**config.mk**
```make
export PLATFORM = sky130hd
export DESIGN_NAME = checkout_engine
export DESIGN_NICKNAME = d
export VERILOG_FILES = /design/src/rtl/checkout_engine.sv
export SDC_FILE = /design/constraint.sdc
export NUM_CORES = 1
export LEC_CHECK = 0
export CAP_MARGIN = 20
export CORE_MARGIN = 2
export CORE_UTILIZATION = 34
export CTS_CLUSTER_SIZE = 24
export DETAILED_ROUTE_END_ITERATION = 10
export SYNTH_ARGS = -nofsm -noshare
export SYNTH_HDL_FRONTEND = slang
export SYNTH_SLANG_ARGS = --single-unit
```
**constraint.sdc**
```tcl
create_clock -name clk -period 2.58 [get_ports clk]
set_input_delay 0.645 -clock clk [delete_from_list [all_inputs] [get_ports clk]]
set_output_delay 0.645 -clock clk [all_outputs]
set_load 0.02 [all_outputs]
```
**src/rtl/checkout_engine.sv**
```systemverilog
// rtl/checkout_engine.sv - checkout command engine with receipt result port; CHECKOUT_STATS_EN adds stat_customers/stat_grand
module checkout_engine #(
    parameter int          PRICE_W   = 12,
    parameter int          QTY_W     = 8,
    parameter int          SUM_W     = 32,
    parameter int          ID_W      = 16,
    parameter int          PWD_W     = 7,
    parameter int          PASSWORD  = 63,
    parameter int          MAX_TRIES = 3,
    parameter logic [31:0] SEED      = 32'hACE1_0001
) (
    input  logic               clk,
    input  logic               rst_n,
    input  logic               cmd_valid,
    output logic               cmd_ready,
    input  logic [2:0]         cmd_op,
    input  logic [PRICE_W-1:0] cmd_price,
    input  logic [QTY_W-1:0]   cmd_qty,
    input  logic [ID_W-1:0]    cmd_data,
    output logic [SUM_W-1:0]   sum,
    output logic               res_valid,
    input  logic               res_ready,
    output logic [SUM_W-1:0]   res_total,
    output logic [31:0]        res_receipt,
    output logic [ID_W-1:0]    res_payway,
    output logic [ID_W-1:0]    res_cust,
`ifdef CHECKOUT_STATS_EN
    output logic [15:0]        stat_customers,
    output logic [SUM_W-1:0]   stat_grand,
`endif
    output logic               unlocked,
    output logic               err_pulse,
    output logic               ovf,
    output logic               halted
);
    localparam int P_W   = PRICE_W + QTY_W;
    localparam int EXT_W = ((SUM_W > P_W) ? SUM_W : P_W) + 1;
    localparam int T_W   = $clog2(MAX_TRIES + 1);
    localparam logic [EXT_W-1:0] SUM_MAX_X = {{(EXT_W-SUM_W){1'b0}}, {SUM_W{1'b1}}};

    localparam logic [2:0] OP_PWD  = 3'd0;
    localparam logic [2:0] OP_CUST = 3'd1;
    localparam logic [2:0] OP_ITEM = 3'd2;
    localparam logic [2:0] OP_PLUS = 3'd3;
    localparam logic [2:0] OP_DEL  = 3'd4;
    localparam logic [2:0] OP_CLR  = 3'd5;
    localparam logic [2:0] OP_FIN  = 3'd6;
    localparam logic [2:0] OP_PAY  = 3'd7;

    typedef enum logic [2:0] {S_LOCKED, S_IDLE, S_SHOP, S_PAY, S_RESULT, S_HALT} state_t;

    state_t             r_state, w_state;
    logic [SUM_W-1:0]   r_sum, w_sum, r_total, w_total;
    logic [31:0]        r_receipt, w_receipt, r_lfsr, w_lfsr;
    logic [ID_W-1:0]    r_payway, w_payway, r_cust, w_cust, r_res_cust, w_res_cust;
    logic [P_W-1:0]     r_last, w_last;
    logic [T_W-1:0]     r_tries, w_tries;
    logic               r_res_valid, w_res_valid, r_unlocked, w_unlocked;
    logic               r_err, w_err, r_ovf, w_ovf, r_armed, w_armed, r_del_ok, w_del_ok;
    logic               w_acc;
    logic [P_W-1:0]     w_p;
    logic [EXT_W-1:0]   w_add;
`ifdef CHECKOUT_STATS_EN
    logic [15:0]        r_stat_cust, w_stat_cust;
    logic [SUM_W-1:0]   r_stat_grand, w_stat_grand;
    logic [SUM_W:0]     w_grand_add;
`endif

    assign cmd_ready = (r_state != S_RESULT) && (r_state != S_HALT);
    assign w_acc     = cmd_valid && cmd_ready;
    assign w_p       = P_W'(cmd_price) * P_W'(cmd_qty);
    assign w_add     = EXT_W'(r_sum) + EXT_W'(w_p);

    always_comb begin
        w_state     = r_state;
        w_sum       = r_sum;
        w_total     = r_total;
        w_receipt   = r_receipt;
        w_payway    = r_payway;
        w_cust      = r_cust;
        w_res_cust  = r_res_cust;
        w_last      = r_last;
        w_tries     = r_tries;
        w_res_valid = r_res_valid;
        w_unlocked  = r_unlocked;
        w_err       = 1'b0;
        w_ovf       = r_ovf;
        w_armed     = r_armed;
        w_del_ok    = r_del_ok;
        // Galois form of x^32 + x^22 + x^2 + x + 1
        w_lfsr      = {1'b0, r_lfsr[31:1]} ^ (r_lfsr[0] ? 32'h8020_0003 : 32'h0);
`ifdef CHECKOUT_STATS_EN
        w_stat_cust  = r_stat_cust;
        w_stat_grand = r_stat_grand;
        w_grand_add  = {1'b0, r_stat_grand} + {1'b0, r_total};
`endif
        case (r_state)
            S_LOCKED: if (w_acc) begin
                if (cmd_op == OP_PWD && cmd_data[PWD_W-1:0] == PWD_W'(PASSWORD)) begin
                    w_state    = S_IDLE;
                    w_unlocked = 1'b1;
                end else begin
                    w_err = 1'b1;
                    if (cmd_op == OP_PWD) begin
                        w_tries = r_tries + T_W'(1);
                        if (w_tries == T_W'(MAX_TRIES)) w_state = S_HALT;
                    end
                end
            end
            S_IDLE: if (w_acc) begin
                if (cmd_op == OP_CUST) begin
                    w_cust   = cmd_data;
                    w_sum    = '0;
                    w_ovf    = 1'b0;
                    w_armed  = 1'b1;
                    w_last   = '0;
                    w_del_ok = 1'b0;
                    w_state  = S_SHOP;
                end else begin
                    w_err = 1'b1;
                end
            end
            S_SHOP: if (w_acc) begin
                case (cmd_op)
                    OP_ITEM: if (r_armed) begin
                        if (w_add > SUM_MAX_X) begin
                            w_sum = '1;
                            w_ovf = 1'b1;
                        end else begin
                            w_sum = w_add[SUM_W-1:0];
                        end
                        w_last   = w_p;
                        w_armed  = 1'b0;
                        w_del_ok = 1'b1;
                    end else begin
                        w_err = 1'b1;
                    end
                    OP_PLUS: w_armed = 1'b1;
                    OP_DEL: if (r_del_ok) begin
                        w_sum    = (EXT_W'(r_last) >= EXT_W'(r_sum)) ? '0 : (r_sum - SUM_W'(r_last));
                        w_del_ok = 1'b0;
                        w_armed  = 1'b1;
                    end else begin
                        w_err = 1'b1;
                    end
                    OP_CLR: begin
                        w_sum    = '0;
                        w_armed  = 1'b1;
                        w_del_ok = 1'b0;
                        w_ovf    = 1'b0;
                    end
                    OP_FIN: begin
                        w_total = r_sum;
                        w_state = S_PAY;
                    end
                    default: w_err = 1'b1;
                endcase
            end
            S_PAY: if (w_acc) begin
                if (cmd_op == OP_PAY) begin
                    w_payway    = cmd_data;
                    w_receipt   = r_lfsr ^ 32'(r_cust);
                    w_res_cust  = r_cust;
                    w_res_valid = 1'b1;
                    w_state     = S_RESULT;
                end else begin
                    w_err = 1'b1;
                end
            end
            S_RESULT: if (r_res_valid && res_ready) begin
                w_res_valid = 1'b0;
                w_sum       = '0;
                w_state     = S_IDLE;
`ifdef CHECKOUT_STATS_EN
                w_stat_cust  = r_stat_cust + 16'd1;
                w_stat_grand = w_grand_add[SUM_W] ? '1 : w_grand_add[SUM_W-1:0];
`endif
            end
            S_HALT: ;
            default: w_state = S_LOCKED;
        endcase
    end

    always_ff @(posedge clk or negedge rst_n) begin
        if (!rst_n) begin
            r_state     <= S_LOCKED;
            r_sum       <= '0;
            r_total     <= '0;
            r_receipt   <= '0;
            r_payway    <= '0;
            r_cust      <= '0;
            r_res_cust  <= '0;
            r_last      <= '0;
            r_tries     <= '0;
            r_res_valid <= 1'b0;
            r_unlocked  <= 1'b0;
            r_err       <= 1'b0;
            r_ovf       <= 1'b0;
            r_armed     <= 1'b0;
            r_del_ok    <= 1'b0;
            r_lfsr      <= SEED;
`ifdef CHECKOUT_STATS_EN
            r_stat_cust  <= '0;
            r_stat_grand <= '0;
`endif
        end else begin
            r_state     <= w_state;
            r_sum       <= w_sum;
            r_total     <= w_total;
            r_receipt   <= w_receipt;
            r_payway    <= w_payway;
            r_cust      <= w_cust;
            r_res_cust  <= w_res_cust;
            r_last      <= w_last;
            r_tries     <= w_tries;
            r_res_valid <= w_res_valid;
            r_unlocked  <= w_unlocked;
            r_err       <= w_err;
            r_ovf       <= w_ovf;
            r_armed     <= w_armed;
            r_del_ok    <= w_del_ok;
            r_lfsr      <= w_lfsr;
`ifdef CHECKOUT_STATS_EN
            r_stat_cust  <= w_stat_cust;
            r_stat_grand <= w_stat_grand;
`endif
        end
    end

    assign sum         = r_sum;
    assign res_valid   = r_res_valid;
    assign res_total   = r_total;
    assign res_receipt = r_receipt;
    assign res_payway  = r_payway;
    assign res_cust    = r_res_cust;
    assign unlocked    = r_unlocked;
    assign err_pulse   = r_err;
    assign ovf         = r_ovf;
    assign halted      = (r_state == S_HALT);
`ifdef CHECKOUT_STATS_EN
    assign stat_customers = r_stat_cust;
    assign stat_grand     = r_stat_grand;
`endif
endmodule

```
Yosys cells after proc, flatten, opt, wreduce, memory -nomap -nowiden
Cells that the tools add are included.

cells by class
  add/sub/neg operators = 3
  multiply operators = 1
  div/mod/pow operators = 0
  order comparisons = 2
  equal/unequal tests = 35
  shifts and indexed selects = 0
  muxes and demuxes = 61
  bitwise gates (word level) = 4
  reductions and logical operators = 24

operators by type and width
  operator              count
  $mux 32               9
  $pmux 32 s3           2
  $mux 20               5
  $pmux 20 s2           1
  $add 32x20->33        1
  $gt 33x32->1 const B  1
  $mux 3                11
  $ge 20x32->1          1
  $sub 32x20->32        1
  $xor 31x32->32        1
  $xor 32x16->32        1
  $mux 1                23
  $ne 3x3->1 const B    7
  $mul 12x8->20         1
  $eq 3x3->1 const B    6
  $pmux 3 s6            1
  $reduce_and 6->1      3
  $ne 2x2->1 const B    8
  $eq 3x2->1 const B    4
  $pmux 1 s2            6
  $reduce_and 3->1      4
  $reduce_and 11->1     1
  $reduce_and 4->1      2
  $reduce_and 8->1      1
  19 further kinds      29

storage, ports and cells
  bits in registers = 207
  latch bits = 0
  memory bits (writable) = 0
  bits in read-only memories = 0
  bits of input ports = 43
  output and inout bits = 134
  logic and storage cells = 146
  memories kept = 0

Longest topological paths before layout
Gate-level depths: netlist (run 1).

  depth after elaboration = 8
  gate-level depth with buffers = 30
  gate-level depth less buffers = 28

Worst setup path before layout (run 1)
No wires, ideal clock.

  kind = input to register
  start = in cmd_qty[7]
  end = reg r_sum[23] (netlist: sum[23])
  setup time = 0.123 ns
  data arrival time = 6.907 ns
  required time = 2.457 ns
  setup slack = -4.450 ns
  stages on the path = 29
  buffers on the path = 2
  cells stage by stage = clkbuf_1 > nand2_1 > fa_1 > fa_1 > inv_1 > fa_1 > inv_1 > fa_1 > inv_1 > ha_1 > o21ai_0 > o21bai_1 > a31oi_1 > o21ai_0 > o41ai_1 > o21ai_0 > a21o_1 > a21oi_1 > xor2_1 > ha_1 > a21oi_1 > o21ai_0 > nor3_1 > a21oi_2 > a31o_2 > buf_4 > o41ai_1 > a21oi_1 > a2bb2oi_1

on the way
  cells in the longest elaborated chain, start to end = 8

RTL lines
  element                 RTL line  source
  start: declaration      18        input logic [QTY_W-1:0] cmd_qty,
  $mul 12x8->20 *         71        assign w_p = P_W'(cmd_price) * P_W'(cmd_qty);
  $add 32x20->33 *        72        assign w_add = EXT_W'(r_sum) + EXT_W'(w_p);
  $gt 33x32->1            126       if (w_add > SUM_MAX_X) begin
  $mux 32 *               126
  $mux 32 *               125       OP_ITEM: if (r_armed) begin
  $pmux 32 s3 *           124       case (cmd_op)
  $mux 32 *               123       S_SHOP: if (w_acc) begin
  $pmux 32 s3 *           97        case (r_state)
  end signal: assignment  208       r_sum <= w_sum;
  end: declaration        53        logic [SUM_W-1:0] r_sum, w_sum, r_total, w_total;

Mark *: on every way between the ends. The rest lies on a longest branch, timed or not. The select of a mux whose other input is x is not followed.
A chain may end at the register's enable or synchronous reset.

Final worst setup path (run 1)
  start = in cmd_qty[4]
  end = reg r_sum[28] (netlist: sum[28])

The elaborated chain is that of the path after synthesis.

==> results.yml, run 1 <==
global_route:
  grt_pass1_wl_um: 64700
  grt_usage_pct: 19.1
  grt_antenna_before_repair: 1
  gr-total-overflow: 0
  grt_pass1_vias: 12216
  grt_max_degree: 57
floorplanning:
  core_area_mm2: 0.0400
  io_pins: 177
  die-area_mm2: 0.0424
  start_util_pct: 34.6
  die_w_um: 206
  die_y_um: 206
  fp-row-count: 73
route:
  vias: 11930
  vias_per_cell: 5.03
  drt-total-wl_um: 40300
  postRouteAntennaNets: 0
  routedWlPerCell_um: 17.0
  drc_errors: 0
  first_iter_violations: 555
  drtPass1Iterations: 5
yosys:
  ys_types: 77
  syn_avg_cell_area_um2: 10.0
  seq_area_frac_synth_pct: 37.5
  syn_area_mm2: 0.0139
  syn_nets: 1569
  synth_warnings: 0
  ys_ff_latch: 207
  synth_ff_type: "dfrtp_1"
  synthCells: 1379
  synthArstFlopShare_pct: 100
  synth-edff-count: 0
pwr:
  switchingPower_w: 0.00866
  pwr-share-clk_pct: 17.0
  leakagePower_nw: 9.60
  max-vdd-ir-drop_v: 0.000623
  sw_frac_of_total_pct: 40.3
  p_per_area_mw_per_mm2: 1050
  intPower_w: 0.0128
  seq_power_share_pct: 19.2
  p_comb_share_pct: 63.8
cts:
  clock_path_buffers: 3
  tritoncts: "done"
  path_clk_slew_ns: 0.07
  htree_levels: 1
  clkSinkCount: 207
  cts_buffers: 24
  clk_latency_ns: 0.54
  cts.hold.buffers_added: 0
  clockRootBuffer: "clkbuf_16"
timing:
  period_minus_slack_ns: 6.12
  tightest_slew_ns: 0.490
  worst_clock_skew_ns: 0.0143
  hold_viol: 0
  slew_violations: 0
  finalCritPeriodShare_pct: 237
  fin_ws_ns: -3.54
  finalSetupViolations: 49
  rsz0062_at_grt: "yes"
  relSlewSlack_pct: 67.4
  fmax_ghz: 0.163
job:
  drv_cap: 0
final_layout:
  utilization_pct: 51.0
  nets: 2020
  instances_no_fill: 2374
  area_growth_pct: 47.4
  fin_area_mm2: 0.0204
  drive_above_1_share_pct: 35.8
  fillers: 3656
placed_design:
  dpl_cell_area_mm2: 0.0186
  dp_cells: 2304
  dpl.hpwl_um: 30600
  pre_cts_slack_ns: -4.72
  io_buffer_count: 176
  gp_congestion: 0.888
worst_setup_path:
  path_max_fanout: 8
  cp_slowest_cell: "fa_1"
  cp.arrival_ns: 6.56
  max_stage_delay_ns: 0.51
  critPathCaptureType: "flip-flop"
  start_kind: "primary input"
  crit_type: "primary input to flip-flop"
  cp_data_required_time_ns: 3.02
status:
  violations: "negative setup slack"
  status: "finished, violations left"
min_path:
  hp-class: "primary input to async pin"
[through the flow]
stage	hold slack (ns)	setup TNS, ns	total power [W]
3_5_place_dp	0.357	-192.46	0.0163
4_1_cts	0.0409	-134.69	0.0210
3_3_place_gp	0.357	-187.37	0.0161
5_1_grt	0.0618	-143.79	0.0231
2_1_floorplan	0.349	-140.52	0.0114
6_report	0.0321	-134.06	0.0215
[Yosys cell counts (4+ instances only)]
library cell  number  area, um^2
a31o_2             8        70.1
a21oi_1           80         400
nor2_1            63         236
a211oi_1          12        90.1
or3_1              5        31.3
nor3_1            28         140
clkbuf_1          44         165
o22ai_1            4        25.0
a31oi_1            9        56.3
a32o_1            12         120
dfstp_2            9         236
dfrtp_1          198        4950
a211o_1            4        35.0
nand2_1          100         375
a21o_1            19         143
xnor2_1           47         412
ha_1              85        1060
nand3b_1           4        30.0
mux2_2            96        1080
nand2b_1          15        93.8
o2111ai_1          4        35.0
xor2_1            25         219
fa_1              62        1240
a22o_1             6        52.6
o21a_1            12        90.1
buf_2             13        65.1
nand3_1           22         110
o21ai_0           92         460
o211ai_1           7        52.6
and3_1             7        43.8
nor2b_1            5        31.3
o21ai_1            7        35.0
o31ai_1            5        37.5
and2_1            79         494
nand4_1            7        43.8
nor4_1             6        37.5
inv_1            114         428
[power groups by stage]
stage | combinational, W | clock (W) | sequential (W)
global route | 0.0150 | 0.00391 | 0.00420
finish | 0.0137 | 0.00366 | 0.00413
CTS | 0.0131 | 0.00377 | 0.00413
floorplan | 0.00692 | 0 | 0.00445
global placement | 0.0120 | 0 | 0.00417
detailed placement | 0.0121 | 0 | 0.00419
[per-layer routing]
metal	global-route usage [%]	part of all wire (%)	vias up	wire length, um
met5	0	0	-	0
met4	3.44	1.8	0	731
met3	4.97	6.7	47	2680
met2	32.4	48	269	19500
met1	24.7	43	5920	17300
li1	-	-	5694	-
[repair_timing]
| action | in CTS | in global routing |
|---|---|---|
| setup buffers | 19 | 11 |
| pin swaps | 75 | 65 |
| setup endpoints to repair | 52 | 50 |
| gates resized for setup | 218 | 61 |
| cloned | 1 | 1 |
[worst paths after layout]
| path | cells after the start | startpoint | end | slack, ns |
|---|---|---|---|---|
| setup / recovery | 29 | cmd_qty[4] | sum[28]$_DFFE_PN0P_ | -3.54 |
| hold / removal | 1 | rst_n | sum[4]$_DFFE_PN0P_ | 0.03 |
| setup reg to reg | 12 | sum[0]$_DFFE_PN0P_ | sum[28]$_DFFE_PN0P_ | -0.66 |
| hold reg to reg | 0 | r_lfsr[27]$_DFF_PN1_ | r_lfsr[26]$_DFF_PN1_ | 0.36 |
| max in group asynchronous | 2 | rst_n | r_lfsr[16]$_DFF_PN1_ | 1.87 |
| min in group clk | 0 | r_lfsr[27]$_DFF_PN1_ | r_lfsr[26]$_DFF_PN1_ | 0.36 |
[state kept, by name (all words and copies together), names as in the netlist, 2 cells and up]
signal       cells
r_tries          2
r_cust          16
res_total       32
r_state          3
res_cust        16
res_receipt     32
r_lfsr          32
sum             32
r_last          20
res_payway      16
[placed cells by master (no fill, tap or decap), types with 14 or more instances in the layout]
| cell | Yosys | layout |
|---|---|---|
| a21o_1 | 19 | 19 |
| a21oi_1 | 80 | 63 |
| and2_1 | 79 | 51 |
| and2_4 | 0 | 28 |
| buf_12 | 0 | 16 |
| buf_4 | 3 | 272 |
| buf_6 | 0 | 29 |
| clkbuf_16 | 0 | 25 |
| clkdlybuf4s50_1 | 0 | 154 |
| dfrtp_1 | 198 | 198 |
| fa_1 | 62 | 56 |
| ha_1 | 85 | 70 |
| ha_4 | 0 | 15 |
| inv_1 | 114 | 97 |
| inv_2 | 0 | 17 |
| mux2_2 | 96 | 96 |
| nand2_1 | 100 | 91 |
| nand2b_1 | 15 | 14 |
| nand3_1 | 22 | 20 |
| nor2_1 | 63 | 59 |
| nor3_1 | 28 | 23 |
| o21ai_0 | 92 | 52 |
| o21ai_1 | 7 | 35 |
| xnor2_1 | 47 | 41 |
| xor2_1 | 25 | 21 |
[worst max-delay path, delay by kind of cell]
kind                     cells  cell delay (ns)
AO/OA/AOI/OAI               14             2.47
adder cells (fa/ha/maj)      6             2.17
buffers and inverters        6             0.71
AND/OR/NAND/NOR              2             0.35
XOR/XNOR                     1             0.21
[area by class of cell]
| type | count | area, um^2 | area share (%) |
|---|---|---|---|
| antenna | 1 | 2.50 | 0.0123 |
| multi-input combinational | 997 | 8860 | 43.4 |
| sequential | 207 | 5190 | 25.4 |
| timing repair buffer | 486 | 4420 | 21.6 |
| tap | 525 | 657 | 3.22 |
| clock inverter | 14 | 193 | 0.944 |
| clock buffer | 30 | 673 | 3.30 |
| inverter | 114 | 428 | 2.10 |
[logic make-up after synthesis]
logic type | share of synthesized area [%]
simple gates | 12.9
mux | 8.02
buf+inv | 4.98
compound gates | 15.5
fa+ha+maj | 16.6
xor+xnor | 4.55
flops | 37.5
No activity file was read; power rests on OpenSTA's default activity.
==> run 2: changes to the inputs <==
--- a/config.mk
+++ b/config.mk
@@ -10,6 +10,7 @@
 export CORE_UTILIZATION = 34
 export CTS_CLUSTER_SIZE = 24
 export DETAILED_ROUTE_END_ITERATION = 10
+export REMOVE_ABC_BUFFERS = 1
 export SYNTH_ARGS = -nofsm -noshare
 export SYNTH_HDL_FRONTEND = slang
 export SYNTH_SLANG_ARGS = --single-unit
==> run 2 against run 1 <==
Compared with the run above:
- the run still ends with negative setup slack left
- clock skew rose by 0.0017 ns
- die area unchanged
- wire length rose by 1.0%
- critical path depth fell by 2
- critical endpoint is now sum[31]$_DFFE_PN0P_
==> results.yml, run 2 (synthesized netlist as in run 1, its figures left out) <==
cts:
  clkSinkCount: 207
  clk_latency_ns: 0.54
  clock_path_buffers: 3
  tritoncts: "done"
  path_clk_slew_ns: 0.06
  cts_buffers: 23
  htree_levels: 1
  clockRootBuffer: "clkbuf_16"
worst_setup_path:
  path_max_fanout: 5
  cp_slowest_cell: "fa_1"
  cp.arrival_ns: 6.43
  critPathCaptureType: "flip-flop"
  critPathTopFamily: "adder cells"
  worst-path-buf-inv: 5
  path_common_cell: "fa_1"
  max_stage_delay_ns: 0.56
  cp_data_required_time_ns: 3.01
  start_kind: "primary input"
  crit_type: "primary input to flip-flop"
final_layout:
  num_antenna_cells: 0
  area_growth_pct: 46.1
  nets: 2013
  final_cell_mix: "255 x buf_4, 198 x dfrtp_1, 154 x clkdlybuf4s50_1"
  drive_above_1_share_pct: 34.6
  fillers: 3641
  utilization_pct: 50.6
  mostFrequentLayoutCell: "buf_4"
global_route:
  gr-total-overflow: 0
  grt_pass1_wl_um: 65300
  grt_antenna_before_repair: 0
  grt_pass1_vias: 12522
  grt_usage_pct: 19.3
  grt_max_degree: 79
floorplanning:
  fp-row-count: 73
  die_y_um: 206
  start_util_pct: 34.6
  die-area_mm2: 0.0424
  io_pins: 177
  core_area_mm2: 0.0400
  die_w_um: 206
timing:
  relSlewSlack_pct: 68.7
  tightest_slew_ns: 0.470
  period_minus_slack_ns: 5.99
  fmax_ghz: 0.167
  slew_violations: 0
  fin_ws_ns: -3.41
  worst_clock_skew_ns: 0.0160
  fin_hold_ws_ns: 0.366
  finalSetupViolations: 49
  finalCritPeriodShare_pct: 232
  hold_viol: 0
  rsz0062_at_grt: "yes"
route:
  drtPass1Iterations: 5
  first_iter_violations: 574
  routedWlPerCell_um: 17.2
  drc_errors: 0
  vias_per_cell: 5.03
  postRouteAntennaNets: 0
  vias: 11893
  drt-total-wl_um: 40700
job:
  drv_cap: 0
placed_design:
  pre_cts_slack_ns: -5.16
  gp_congestion: 0.885
  dpl.hpwl_um: 30500
  io_buffer_count: 176
status:
  violations: "negative setup slack"
  status: "finished, violations left"
pwr:
  p_per_area_mw_per_mm2: 1040
  max-vdd-ir-drop_v: 0.000574
  leakagePower_nw: 9.53
min_path:
  hp-class: "flip-flop to flip-flop"
-- run 2: per-layer routing --
layer	global-route usage, %	wire [um]	part of all wire (%)
met5	0	0	0
met1	24.8	17500	43
met3	5.27	2730	6.7
met2	32.7	19600	48
met4	4.03	807	2.0
-- run 2: metrics by stage --
step	TNS [ns]	cells	total power, W	instance area [um^2]
2_1_floorplan	-575.80	1317	0.0109	13600
3_3_place_gp	-205.64	2296	0.0157	18300
3_5_place_dp	-210.89	2296	0.0159	18300
4_1_cts	-132.43	2354	0.0205	19800
5_1_grt	-135.50	2365	0.0227	20200
6_report	-126.46	2365	0.0211	20200
-- run 2: area by class of cell --
class / instances / area [um^2] / share of cell area, %
tap: 525 / 657 / 3.25
multi-input combinational: 997 / 8750 / 43.3
inverter: 114 / 428 / 2.11
sequential: 207 / 5190 / 25.6
clock buffer: 36 / 704 / 3.48
timing repair buffer: 480 / 4410 / 21.8
clock inverter: 6 / 95.1 / 0.470
-- run 2: path summary, 6_finish.rpt --
check	start	end	slack, ns	cells past startpoint
min in group asynchronous	rst_n	res_total[5]$_DFFE_PN0P_	0.51	2
min reg2reg	r_lfsr[23]$_DFF_PN1_	r_lfsr[22]$_DFF_PN1_	0.37	0
max reg2reg	sum[0]$_DFFE_PN0P_	sum[24]$_DFFE_PN0P_	-0.60	13
max in group asynchronous	rst_n	res_cust[9]$_DFFE_PN0P_	1.39	3
max	cmd_price[5]	sum[31]$_DFFE_PN0P_	-3.41	27
min	r_lfsr[23]$_DFF_PN1_	r_lfsr[22]$_DFF_PN1_	0.37	0
-- run 2: timing repair --
action,CTS,global route
gates resized for setup,259,82
endpoints found under the hold margin,11,0
hold buffers,1,0
cloned,1,1
setup endpoints to repair,52,50
pin swaps,117,48
setup buffers,22,13
-- run 2: power breakdown --
group	total, W	switching, W	internal, W
clock	0.00347	0.00138	0.00208
sequential	0.00413	0.000348	0.00378
combinational	0.0135	0.00671	0.00682
total	0.0211	0.00844	0.0127
